File: src/rtl/irq_controller.sv
// Interrupt aggregator: per-source edge latch or level pass-through, mask, one registered irq.
// Define IRQ_CAUSE_EN to add the CAUSE priority encoder with auto-clear on read.
module irq_controller #(
    parameter int          NUM_SRC    = 8,
    parameter logic [31:0] EDGE_RESET = 32'h0
) (
    input  logic               clk,
    input  logic               resetq,
    input  logic               select,
    input  logic [3:0]         we,
    input  logic               rd,
    input  logic [2:0]         addr,
    input  logic [31:0]        wdata,
    output logic [31:0]        rdata,
    input  logic [NUM_SRC-1:0] src,
    output logic               irq
);

    logic [NUM_SRC-1:0] enable_q, pending_q, edge_q, src_prev_q;
    logic [NUM_SRC-1:0] wmask, wbits, w1c, active, cause_clr, pend_nx;
    logic [31:0]        cause;
    logic               wr, irq_q;

    assign wr     = select && (we != 4'b0000);
    assign active = pending_q & enable_q;
    assign irq    = irq_q;

    always_comb begin
        wmask = '0;
        wbits = '0;
        for (int i = 0; i < NUM_SRC; i++) begin
            wmask[i] = we[i/8];
            wbits[i] = wdata[i];
        end
    end

    assign w1c = (wr && addr == 3'd2) ? (wbits & wmask) : '0;

`ifdef IRQ_CAUSE_EN
    logic [4:0]         cause_idx;
    logic [NUM_SRC-1:0] cause_oh;

    // Scan high to low so the lowest-numbered active source wins.
    always_comb begin
        cause_idx = '0;
        cause_oh  = '0;
        for (int i = NUM_SRC - 1; i >= 0; i--) begin
            if (active[i]) begin
                cause_idx   = 5'(i);
                cause_oh    = '0;
                cause_oh[i] = 1'b1;
            end
        end
        cause     = {|active, 26'b0, cause_idx};
        cause_clr = (select && rd && addr == 3'd4) ? (cause_oh & edge_q) : '0;
    end
`else
    assign cause     = '0;
    assign cause_clr = '0;
`endif

    wire unused_ok = &{1'b0, rd, wdata};

    // A new rising edge is OR'd in after the clears, so set beats clear.
    always_comb begin
        pend_nx = '0;
        for (int i = 0; i < NUM_SRC; i++) begin
            if (edge_q[i])
                pend_nx[i] = (src[i] & ~src_prev_q[i]) |
                             (pending_q[i] & ~w1c[i] & ~cause_clr[i]);
            else
                pend_nx[i] = src[i];
        end
    end

    always_ff @(posedge clk) begin
        if (!resetq) begin
            enable_q   <= '0;
            pending_q  <= '0;
            edge_q     <= EDGE_RESET[NUM_SRC-1:0];
            src_prev_q <= '0;
            irq_q      <= 1'b0;
        end else begin
            src_prev_q <= src;
            pending_q  <= pend_nx;
            irq_q      <= |active;
            if (wr && addr == 3'd1)
                enable_q <= (enable_q & ~wmask) | (wbits & wmask);
            if (wr && addr == 3'd3)
                edge_q <= (edge_q & ~wmask) | (wbits & wmask);
        end
    end

    always_comb begin
        rdata = '0;
        case (addr)
            3'd0:    rdata[NUM_SRC-1:0] = src;
            3'd1:    rdata[NUM_SRC-1:0] = enable_q;
            3'd2:    rdata[NUM_SRC-1:0] = pending_q;
            3'd3:    rdata[NUM_SRC-1:0] = edge_q;
            3'd4:    rdata = cause;
            default: rdata = '0;
        endcase
    end

endmodule
File: config.mk
export PLATFORM = sky130hd
export DESIGN_NAME = irq_controller
export DESIGN_NICKNAME = d
export VERILOG_FILES = /design/src/rtl/irq_controller.sv
export SDC_FILE = /design/constraint.sdc
export NUM_CORES = 1
export LEC_CHECK = 0
export BUFFER_PORTS_ARGS = -buffer_cell sky130_fd_sc_hd__buf_2
export CAP_MARGIN = 20
export CORE_AREA = 3 3 66 68
export CTS_BUF_LIST = sky130_fd_sc_hd__clkbuf_8
export CTS_CLUSTER_SIZE = 30
export DETAILED_ROUTE_END_ITERATION = 10
export DIE_AREA = 0 0 69 71
export PLACE_DENSITY = 0.87
export SETUP_SLACK_MARGIN = 0.1
export SLEW_MARGIN = 10
export SYNTH_ARGS = -nofsm -noshare
export SYNTH_HDL_FRONTEND = slang
export SYNTH_SLANG_ARGS = --single-unit
File: constraint.sdc
create_clock -name clk -period 1.3 [get_ports clk]
set_input_delay 0.13 -clock clk [delete_from_list [all_inputs] [get_ports clk]]
set_output_delay 0.13 -clock clk [all_outputs]
set_load 0.02 [all_outputs]
Word level (Yosys, flattened, before mapping)
Index checks and enable logic that the tools add are counted.
{ "classes": {"add_sub_neg": 0, "mul": 0, "div_mod_pow": 0, "magnitude_cmp": 0, "eq_ne": 3, "n_shift": 0, "muxes": 10, "bitwise_logic": 47, "reduce_logical": 7} }
{ "ops": {"columns": ["op", "n"], "rows": [
  ["$and A8 B8 Y8", 4],
  ["$pmux W8 S4", 1],
  ["$and A1 B1 Y1", 16],
  ["$not A1 Y1", 16],
  ["$or A8 B8 Y8", 2],
  ["$mux W1", 8],
  ["$mux W8", 1],
  ["$not A8 Y8", 1],
  ["$or A1 B1 Y1", 8],
  ["$reduce_or A8 Y1", 1],
  ["$eq A3 B2 Y1 const B", 2],
  ["$logic_and A1 B1 Y1", 4],
  ["$reduce_bool A4 Y1", 1],
  ["$eq A3 B1 Y1 const B", 1],
  ["$logic_not A3 Y1", 1]
]} }
{ "totals": {"register_bits": 33, "latchBits": 0, "ram_bits": 0, "mem_bits_ro": 0, "output_inout_bits": 33, "wordCells": 72, "memories": 0} }

Depth between registers and ports, before layout
Gate-level depths: netlist of the first run.
{ "logic_depth": {"ltp_word": 8, "mapped_depth": 5} }

Worst setup path after synthesis of the first run
Ideal clock, no wire load.
{ "synth_timing": {"kind": "in2out", "start": "in addr[1]", "end": "out rdata[0]", "t_arrival_ns": 1.000, "required_ns": 1.170, "setup_slack_ns": 0.170, "stages": 3, "cell_sequence": "buf_4 > mux4_2 > nor2b_1"} }
{ "synth_via": {"elab_chain_cells": 2} }
{ "synth_lines": {"columns": ["element", "line_no", "source"], "rows": [
  ["start, declared", "12", "input logic [2:0] addr,"],
  ["$eq A3 B2 Y1 (tied with other cells)", "96", "case (addr)"],
  ["$pmux W8 S4 (*)", "96", null],
  ["end, declared", "14", "output logic [31:0] rdata,"]
]} }
Every way passes the cells marked *; elsewhere a longest branch is shown, timed or not.

==> results of run 1 <==
synth_stat cells (all sizes together):
| master | count |
|---|---|
| mux4 | 8 |
| clkbuf | 3 |
| or3 | 1 |
| nand3 | 9 |
| a41oi | 1 |
| nor4b | 8 |
| a22oi | 4 |
| buf | 30 |
| nand2b | 1 |
| nor2b | 8 |
| and2 | 8 |
| inv | 1 |
| mux2i | 16 |
| nor2 | 1 |
| conb | 1 |
| nand2 | 41 |
| o21ai | 8 |
| dfxtp | 33 |
power by group:
| part | leakage (uW) | internal (uW) | switching, uW |
|---|---|---|---|
| registers | 0.000280 | 1050 | 17.8 |
| clock network | 0.0000491 | 362 | 371 |
| logic | 0.000644 | 139 | 197 |
| total | 0.000973 | 1550 | 586 |
path summary, 6_finish.rpt:
kind,slack [ns],cells past startpoint,to
setup / recovery,-0.18,3,rdata[4]
hold / removal,0.08,2,src_prev_q[2]$_SDFF_PN0_
setup reg to reg,0.32,3,irq$_SDFF_PN0_
hold reg to reg,0.47,2,flop
per-stage QoR:
stage	util, %	setup WS [ns]	hold slack, ns
after floorplan	-	0.170	0.274
after global placement	48.3	-0.0820	0.376
after detailed placement	48.3	-0.0857	0.369
after CTS	54.9	-0.183	0.0695
after global routing	56.2	-0.217	0.0868
final	56.2	-0.179	0.0769
placed cells by master (no fill, tap or decap), drive strengths merged:
cell    instances
buf            58
nand2          41
dfxtp          33
conb           24
mux2i          16
nand3           9
mux4            8
nor4b           8
and2            8
o21ai           8
nor2b           8
clkbuf          5
a22oi           4
inv             2
clkinv          2
nand2b          1
nor2            1
or3             1
a41oi           1
cell families after synthesis:
| family | after synthesis | synth area share, % |
|---|---|---|
| and+or+nand+nor | 77 | 23.5 |
| buffers and inverters | 34 | 13.6 |
| DFF | 33 | 38.3 |
| muxes | 24 | 19.7 |
| AOI/OAI and AO/OA | 13 | 4.57 |
| other | 1 | 0.217 |
timing repair:
item,in CTS,in global routing
buffers inserted,13,3
pin swaps,0,0
setup endpoints to repair,8,8
gates resized for setup,33,11
hold buffers,0,0
layer usage:
| layer | vias to the layer above | track usage [%] | part of all wire [%] |
|---|---|---|---|
| met4 | 0 | 8.03 | 2.1 |
| met1 | 669 | 17.6 | 38 |
| met2 | 50 | 30.1 | 54 |
| li1 | 692 | - | - |
| met3 | 9 | 5.97 | 6.1 |
| met5 | - | 0 | 0 |
final cells by class:
cell class	instances	area, sq um	area share [%]
inverters	1	3.75	0.171
well taps	50	62.6	2.85
repair buffers	58	409	18.6
clock inverters	3	13.8	0.626
flip-flops and latches	33	688	31.3
multi-input cells	138	952	43.3
clock buffers	5	68.8	3.13
==> impl_results.md, run 1 <==
- DRT Pass-1 Iters: 5
- Design Area, Final: ~2200 sq um
- Vias in the first global route: roughly 1400
- Final HPWL DP: 2760 um
- Setup TNS: -1.32 ns
- Maximum vdd ir drop: 0.000514 V
- Flops & latches, synth: 33
- Placed Area: between 1500 and 2000 sq um
- CTS H-tree depth: 2
- CTS Sinks: 33
- First-pass GRT wire length: 6400 um
- Synth warnings: 0
- GR Util All Layers: 16.8%
- Synthesized area: 1720 sq um
- Worst-Skew Late Latency: 0.29 ns
- IO Pins: 84
- Initial drt markers: 73
- Power Total: 2140 uW
- Cells after Synth: 182
- Worst-path maximum fanout: 2
- Synth top area share: 38.3%
- Top post-synthesis cells by area: dfxtp_1 (38%), buf_4 (11%), mux4_2 (10%), mux2i_1 (9.3%), nand2_1 (8.9%)
- Average cell area after synthesis: 9.47 sq um
- Slew Limit Fails: 0
- DRC viols: 0
- GPL Wtd Cong: 0.772
- ANT nets after route: 0
- PwrDens: approximately 970 nW/um^2
- Clock root buffer: clkbuf_8
- PortBufs: 31
- Worst min-delay path startpoint: src[2]
- CTS tree: yes
- Die area: 4900 sq um
- Largest net degree at the start of global routing: 42
- Share of post-route cells with drive strength above 1: between 40% and 50%
- Delay of the slowest critical-path stage: 0.45 ns
- CP startpoint kind: flop
- Via count: about 1400
- Status: complete, but fails checks
- Failing checks: setup timing
- Register area share after synthesis: 38.3%
- CP top delay family: multiplexers
- CTS max path bufs: 2
- Nets: 288
- FMAX: 676 MHz
- Critical path type: flop to primary output
- Row cnt: 23
- CP arrival: between 1 and 1.5 ns
- CTS buffer count: 5
- Ant. Diodes: 0
- Initial core utilization: 44.1%
- Min-delay worst type: primary input to flop
- Final Non-Filler Cells: 288
- Initial antenna violation count: 0
- DR WL/cell: 14.1 um
- Total global routing overflow: 0
- Post-route setup slack: -0.179 ns
- Clk_skew: 0.00530 ns
- Die Width: approximately 69 um
- Clock slew at reported path FFs: 0.07 ns
- Final setup viols: 8
- Setup crit end kind: primary output
- Final worst path period share: 114%
- RSZ-0062 raised after global routing: true
- Final hold violations: 0
- Critical-path top delay cell: mux4_2
- Final WL: just over 4000 um
- Layout area overhead: 27.5%
- Period minus WS final: 1.48 ns
- Synth area leader: dfxtp_1
- Avg Vias per Cell: 4.93
- WP data required: 1.17 ns
- CP cell instances: mux4_2, nor2b_1, buf_4
- Filler cells: 365
- Core ar.: slightly below 4000 sq um
- Lkg Pwr: 0.000973 uW
- Placed cells: 264
- Number of buffer and inverter stages on the critical path: 1
- Max_cap viols: 0
- Die H: around 71 um
- Netlist cell types: 23
Note: power is estimated with default switching activity, not from simulation.
==> run 2: changes to the inputs <==
--- a/config.mk
+++ b/config.mk
@@ -7,12 +7,12 @@
 export LEC_CHECK = 0
 export BUFFER_PORTS_ARGS = -buffer_cell sky130_fd_sc_hd__buf_2
 export CAP_MARGIN = 20
-export CORE_AREA = 3 3 66 68
+export CORE_AREA = 3 3 68 70
 export CTS_BUF_LIST = sky130_fd_sc_hd__clkbuf_8
 export CTS_CLUSTER_SIZE = 30
 export DETAILED_ROUTE_END_ITERATION = 10
-export DIE_AREA = 0 0 69 71
-export PLACE_DENSITY = 0.87
+export DIE_AREA = 0 0 71 73
+export PLACE_DENSITY = 0.86
 export SETUP_SLACK_MARGIN = 0.1
 export SLEW_MARGIN = 10
 export SYNTH_ARGS = -nofsm -noshare
==> constraint.sdc (replaced) <==
create_clock -name clk -period 1.25 [get_ports clk]
set_input_delay 0.125 -clock clk [delete_from_list [all_inputs] [get_ports clk]]
set_output_delay 0.125 -clock clk [all_outputs]
set_load 0.02 [all_outputs]
==> impl_results.md, run 2 (same netlist as run 1, synthesis figures left out) <==
- Avg Vias per Cell: 4.80
- Largest net degree at the start of global routing: 42
- Die Width: 71 um
- Die area: 5180 sq um
- Maximum vdd ir drop: between 0.0005 and 0.0006 V
- Ant. Diodes: 0
- First-pass GRT wire length: approximately 6400 um
- Setup TNS: -1.68 ns
- DR WL/cell: 13.8 um
- Initial drt markers: between 80 and 90
- R2R depth: 3
- Row cnt: 23
- Nets: 293
- CTS tree: yes
- Placed cells: 271
- Slew Limit Fails: 0
- Critical path type: flop to primary output
- CP top delay family: multiplexers
- Core ar.: 4030 sq um
- Initial core utilization: 42.8%
- Total global routing overflow: 0
- Delay of the slowest critical-path stage: ~0.45 ns
- Worst min-delay path startpoint: src[6]
- CP startpoint kind: flop
- Placed Area: 1970 sq um
- WP data required: between 1 and 1.5 ns
- Design Area, Final: 2250 sq um
- GPL Wtd Cong: 0.802
- DRC viols: 0
- Clk_skew: roughly 0.0025 ns
- PwrDens: roughly 1000 nW/um^2
- Final setup viols: 8
- FMAX: 675 MHz
- Final WL: 4040 um
- IO Pins: 84
- Share of post-route cells with drive strength above 1: 42.4%
- Pre-CTS WS: -0.171 ns
- Post-route setup slack: -0.231 ns
- CP arrival: 1.36 ns
- Failing checks: setup timing
- CTS max path bufs: 2
- Die H: about 73 um
- Most frequent cells in the layout: nand2_1 (41), buf_4 (35), conb_1 (24)
- Most common cell after layout, fill and taps aside: nand2_1
- ANT nets after route: 0
- CP cell instances: mux4_2, nor2b_1, buf_4
- Status: complete, but fails checks
- CTS buffer count: 5
- Final hold violations: 0
- Max layer used: met4
- Critical Path Stages: 3
- CTS Sinks: 33
- DRT Pass-1 Iters: 5
- Worst-path maximum fanout: 2
- Number of buffer and inverter stages on the critical path: 1
- Filler cells: 371
- Reg2reg setup slack: 0.29 ns
- Clock root buffer: clkbuf_8
- Met3 Wirelength: ~270 um
- Multi-input gate area: ~930 sq um
- Vias in the first global route: 1377
- Critical-path top delay cell: mux4_2
- Final worst path period share: 119%
- Clock slew at reported path FFs: 0.07 ns
- Setup crit end kind: primary output
- Register area: 686 sq um
- Final Non-Filler Cells: a little under 300
- RSZ-0062 raised after global routing: true
- CTS H-tree depth: 2
- Reg2Reg Launch Point: pending_q[2]$_SDFF_PN0_
- Final HPWL DP: just under 3000 um
- Lkg Pwr: 0.00100 uW
- Wire length on met2: 2130 um
- Layout area overhead: 30.3%
- PortBufs: 31
- Period minus WS final: 1.48 ns
- Via count: 1406
- Initial antenna violation count: 0
- Worst-Skew Late Latency: approximately 0.28 ns
- Hold Path Stages: 2
- Power Total: 2340 uW
- Met1 WL: 1570 um
- Cts-stage hold buffer count: 0
- Max_cap viols: 0
- Min-delay worst type: primary input to flop
- GR Util All Layers: 16.4%
-- run 2: worst register-to-register path, cell delays in order (launching register included) --
cell and delay, ns:
dfxtp_2 0.32, buf_4 0.13, a22oi_1 0.22, a41oi_1 0.15
-- run 2: final cells by class --
class                           count  share of cell area, %
Clock buffer                        7                   4.29
Clock inverter                      1                  0.223
Inverter                            1                  0.167
Multi-Input combinational cell    138                   41.4
Sequential cell                    33                   30.5
Tap cell                           50                   2.79
Timing Repair Buffer               63                   20.6
-- run 2: worst paths after layout --
check / to
setup / recovery: rdata[4]
hold / removal: src_prev_q[6]$_SDFF_PN0_
setup reg to reg: irq$_SDFF_PN0_
hold reg to reg: pending_q[7]$_SDFF_PN0_
-- run 2: power by group --
| part | total, uW | internal [uW] | switching [uW] |
|---|---|---|---|
| Clock | 873 | 497 | 376 |
| Sequential | 1110 | 1090 | 16.4 |
| Combinational | 359 | 152 | 207 |
| Total | 2340 | 1740 | 600 |
-- run 2: layer usage --
| layer | up-vias | GRT usage (%) |
|---|---|---|
| met5 | - | 0 |
| met4 | 0 | 7.52 |
| met3 | 8 | 3.44 |
| met2 | 51 | 30.0 |
| met1 | 646 | 18.3 |
| li1 | 701 | - |
-- run 2: stage by stage --
step	hold WS, ns	util (%)
floorplan	0.269	-
global placement	0.365	48.9
detailed placement	0.373	48.9
CTS	0.0701	54.9
global route	0.0842	55.7
finish	0.0836	55.7
-- run 2: what timing repair did --
action                     4_1_cts  5_1_grt
buffers inserted                12        2
setup endpoints to repair        8       10
resized for setup               28        6
==> run 3: changes to the inputs <==
--- a/config.mk
+++ b/config.mk
@@ -6,13 +6,14 @@
 export NUM_CORES = 1
 export LEC_CHECK = 0
 export BUFFER_PORTS_ARGS = -buffer_cell sky130_fd_sc_hd__buf_2
-export CAP_MARGIN = 20
+export CAP_MARGIN = 40
 export CORE_AREA = 3 3 68 70
 export CTS_BUF_LIST = sky130_fd_sc_hd__clkbuf_8
 export CTS_CLUSTER_SIZE = 30
 export DETAILED_ROUTE_END_ITERATION = 10
 export DIE_AREA = 0 0 71 73
 export PLACE_DENSITY = 0.86
+export RECOVER_POWER = 100
 export SETUP_SLACK_MARGIN = 0.1
 export SLEW_MARGIN = 10
 export SYNTH_ARGS = -nofsm -noshare
==> impl_results.md, run 3 (same netlist as run 1, synthesis figures left out) <==
- Worst-path maximum fanout: 2
- Largest net degree at the start of global routing: 42
- Initial drt markers: 89
- CTS max path bufs: 2
- CP startpoint kind: flop
- Initial antenna violation count: 0
- DRT Pass-1 Iters: 4
- Share of post-route cells with drive strength above 1: between 40% and 50%
- Row cnt: 23
- DRC viols: 0
- Lkg Pwr: 0.000986 uW
- Placed Area: between 1500 and 2000 sq um
- Die H: 73 um
- Vias in the first global route: 1377
- GR Util All Layers: around 16%
- GPL Wtd Cong: 0.802
- Avg Vias per Cell: 4.84
- DR WL/cell: 13.9 um
- Min-delay worst type: primary input to flop
- First-pass GRT wire length: roughly 6400 um
- Via count: 1418
- Die Width: 71 um
- CP arrival: 1.36 ns
- Die area: 5180 sq um
- Critical path type: flop to primary output
- Slew headroom: 50.0%
- R2R depth: 3
- Most common cell after layout, fill and taps aside: nand2_1
- Critical Path Sink: rdata[4]
- Nets: 293
- WP data required: 1.12 ns
- Final WL: 4070 um
- Slew Limit Fails: 0
- Filler cells: 375
- Post-route setup slack: -0.232 ns
- RSZ-0062 raised after global routing: true
- Clock slew at reported path FFs: roughly 0.070 ns
- Most frequent cells in the layout: nand2_1 (41), buf_4 (35), conb_1 (24)
- Reg2reg setup slack: 0.29 ns
- Failing checks: setup timing
- Status: complete, but fails checks
- FMAX: 675 MHz
- Final worst path period share: 119%
- Initial core utilization: 42.8%
- Final setup viols: 8
- Final hold slack: 0.0951 ns
- PortBufs: 31
- Ant. Diodes: 0
- Max_cap viols: 0
- CTS Sinks: 33
- Period minus WS final: 1.48 ns
- Total global routing overflow: 0
- Clk_skew: 0.00262 ns
- Layout area overhead: 29.2%
- R2R Path End: irq$_SDFF_PN0_
- PwrDens: 1050 nW/um^2
- Worst-Skew Late Latency: 0.28 ns
- Maximum vdd ir drop: 0.000508 V
- Clock root buffer: clkbuf_8
- Cts-stage hold buffer count: 0
- CTS buffer count: 5
- IO Pins: 84
- ANT nets after route: 0
- Worst-margin pin slew: 0.749 ns
- Setup crit end kind: primary output
- Reg2Reg Launch Point: pending_q[2]$_SDFF_PN0_
- Design Area, Final: 2230 sq um
- Final HPWL DP: 2900 um
- CTS H-tree depth: 2
- Core ar.: 4030 sq um
- Final hold violations: 0
- CTS tree: yes
-- run 3: area by class of cell --
| type | count | area (sq um) | share of cell area, % |
|---|---|---|---|
| multi-input cells | 138 | 930 | 41.7 |
| flip-flops and latches | 33 | 684 | 30.7 |
| repair buffers | 63 | 447 | 20.0 |
| clock buffers | 7 | 96.3 | 4.32 |
| well taps | 50 | 62.6 | 2.81 |
| clock inverters | 1 | 5.00 | 0.225 |
| inverters | 1 | 3.75 | 0.168 |
-- run 3: metrics by stage --
| stage | worst slack (ns) | instances | util, % | setup TNS (ns) | total power [uW] |
|---|---|---|---|---|---|
| floorplan | 0.130 | 205 | - | 0 | 1390 |
| global placement | -0.129 | 271 | 48.9 | -0.960 | 1440 |
| detailed placement | -0.171 | 271 | 48.9 | -1.51 | 1450 |
| CTS | -0.250 | 291 | 54.9 | -1.80 | 2350 |
| global route | -0.268 | 293 | 55.3 | -2.06 | 2440 |
| finish | -0.232 | 293 | 55.3 | -1.68 | 2330 |
-- run 3: worst min path at each step --
stage | start | endpoint | cells after the start
4_1_cts | src[0] | src_prev_q[0]$_SDFF_PN0_ | 2
5_1_grt | src[1] | src_prev_q[1]$_SDFF_PN0_ | 2
2_1_floorplan | src[0] | src_prev_q[0]$_SDFF_PN0_ | 1
3_3_place_gp | src[6] | src_prev_q[6]$_SDFF_PN0_ | 2
3_5_place_dp | src[1] | src_prev_q[1]$_SDFF_PN0_ | 2
6_report | src[6] | src_prev_q[6]$_SDFF_PN0_ | 2
-- run 3: timing repair --
action | CTS | global route
setup buffers | 12 | 2
hold endpoints to repair | 0 | 0
gates resized for setup | 28 | 6
endpoints found under the setup margin | 8 | 10
-- run 3: metal layers --
metal | track usage, % | vias to the layer above | share of wire [%] | wire length, um
met5 | 0 | - | 0 | 0
met4 | 7.52 | 0 | 1.8 | 72
met3 | 3.44 | 8 | 6.7 | 272
met2 | 30.0 | 51 | 53 | 2150
met1 | 18.3 | 660 | 39 | 1580
li1 | - | 699 | - | -
-- run 3: report_power, final --
group          leakage, uW  internal [uW]  switching (uW)
Clock            0.0000542            497             377
Combinational     0.000653            145             206
Sequential        0.000279           1090            16.3
-- run 3: worst max-delay path, cell delays in order, from the launching register on --
cell and delay, ns:
dfxtp_2 0.33, mux4_2 0.45, nor2b_1 0.14, buf_4 0.15
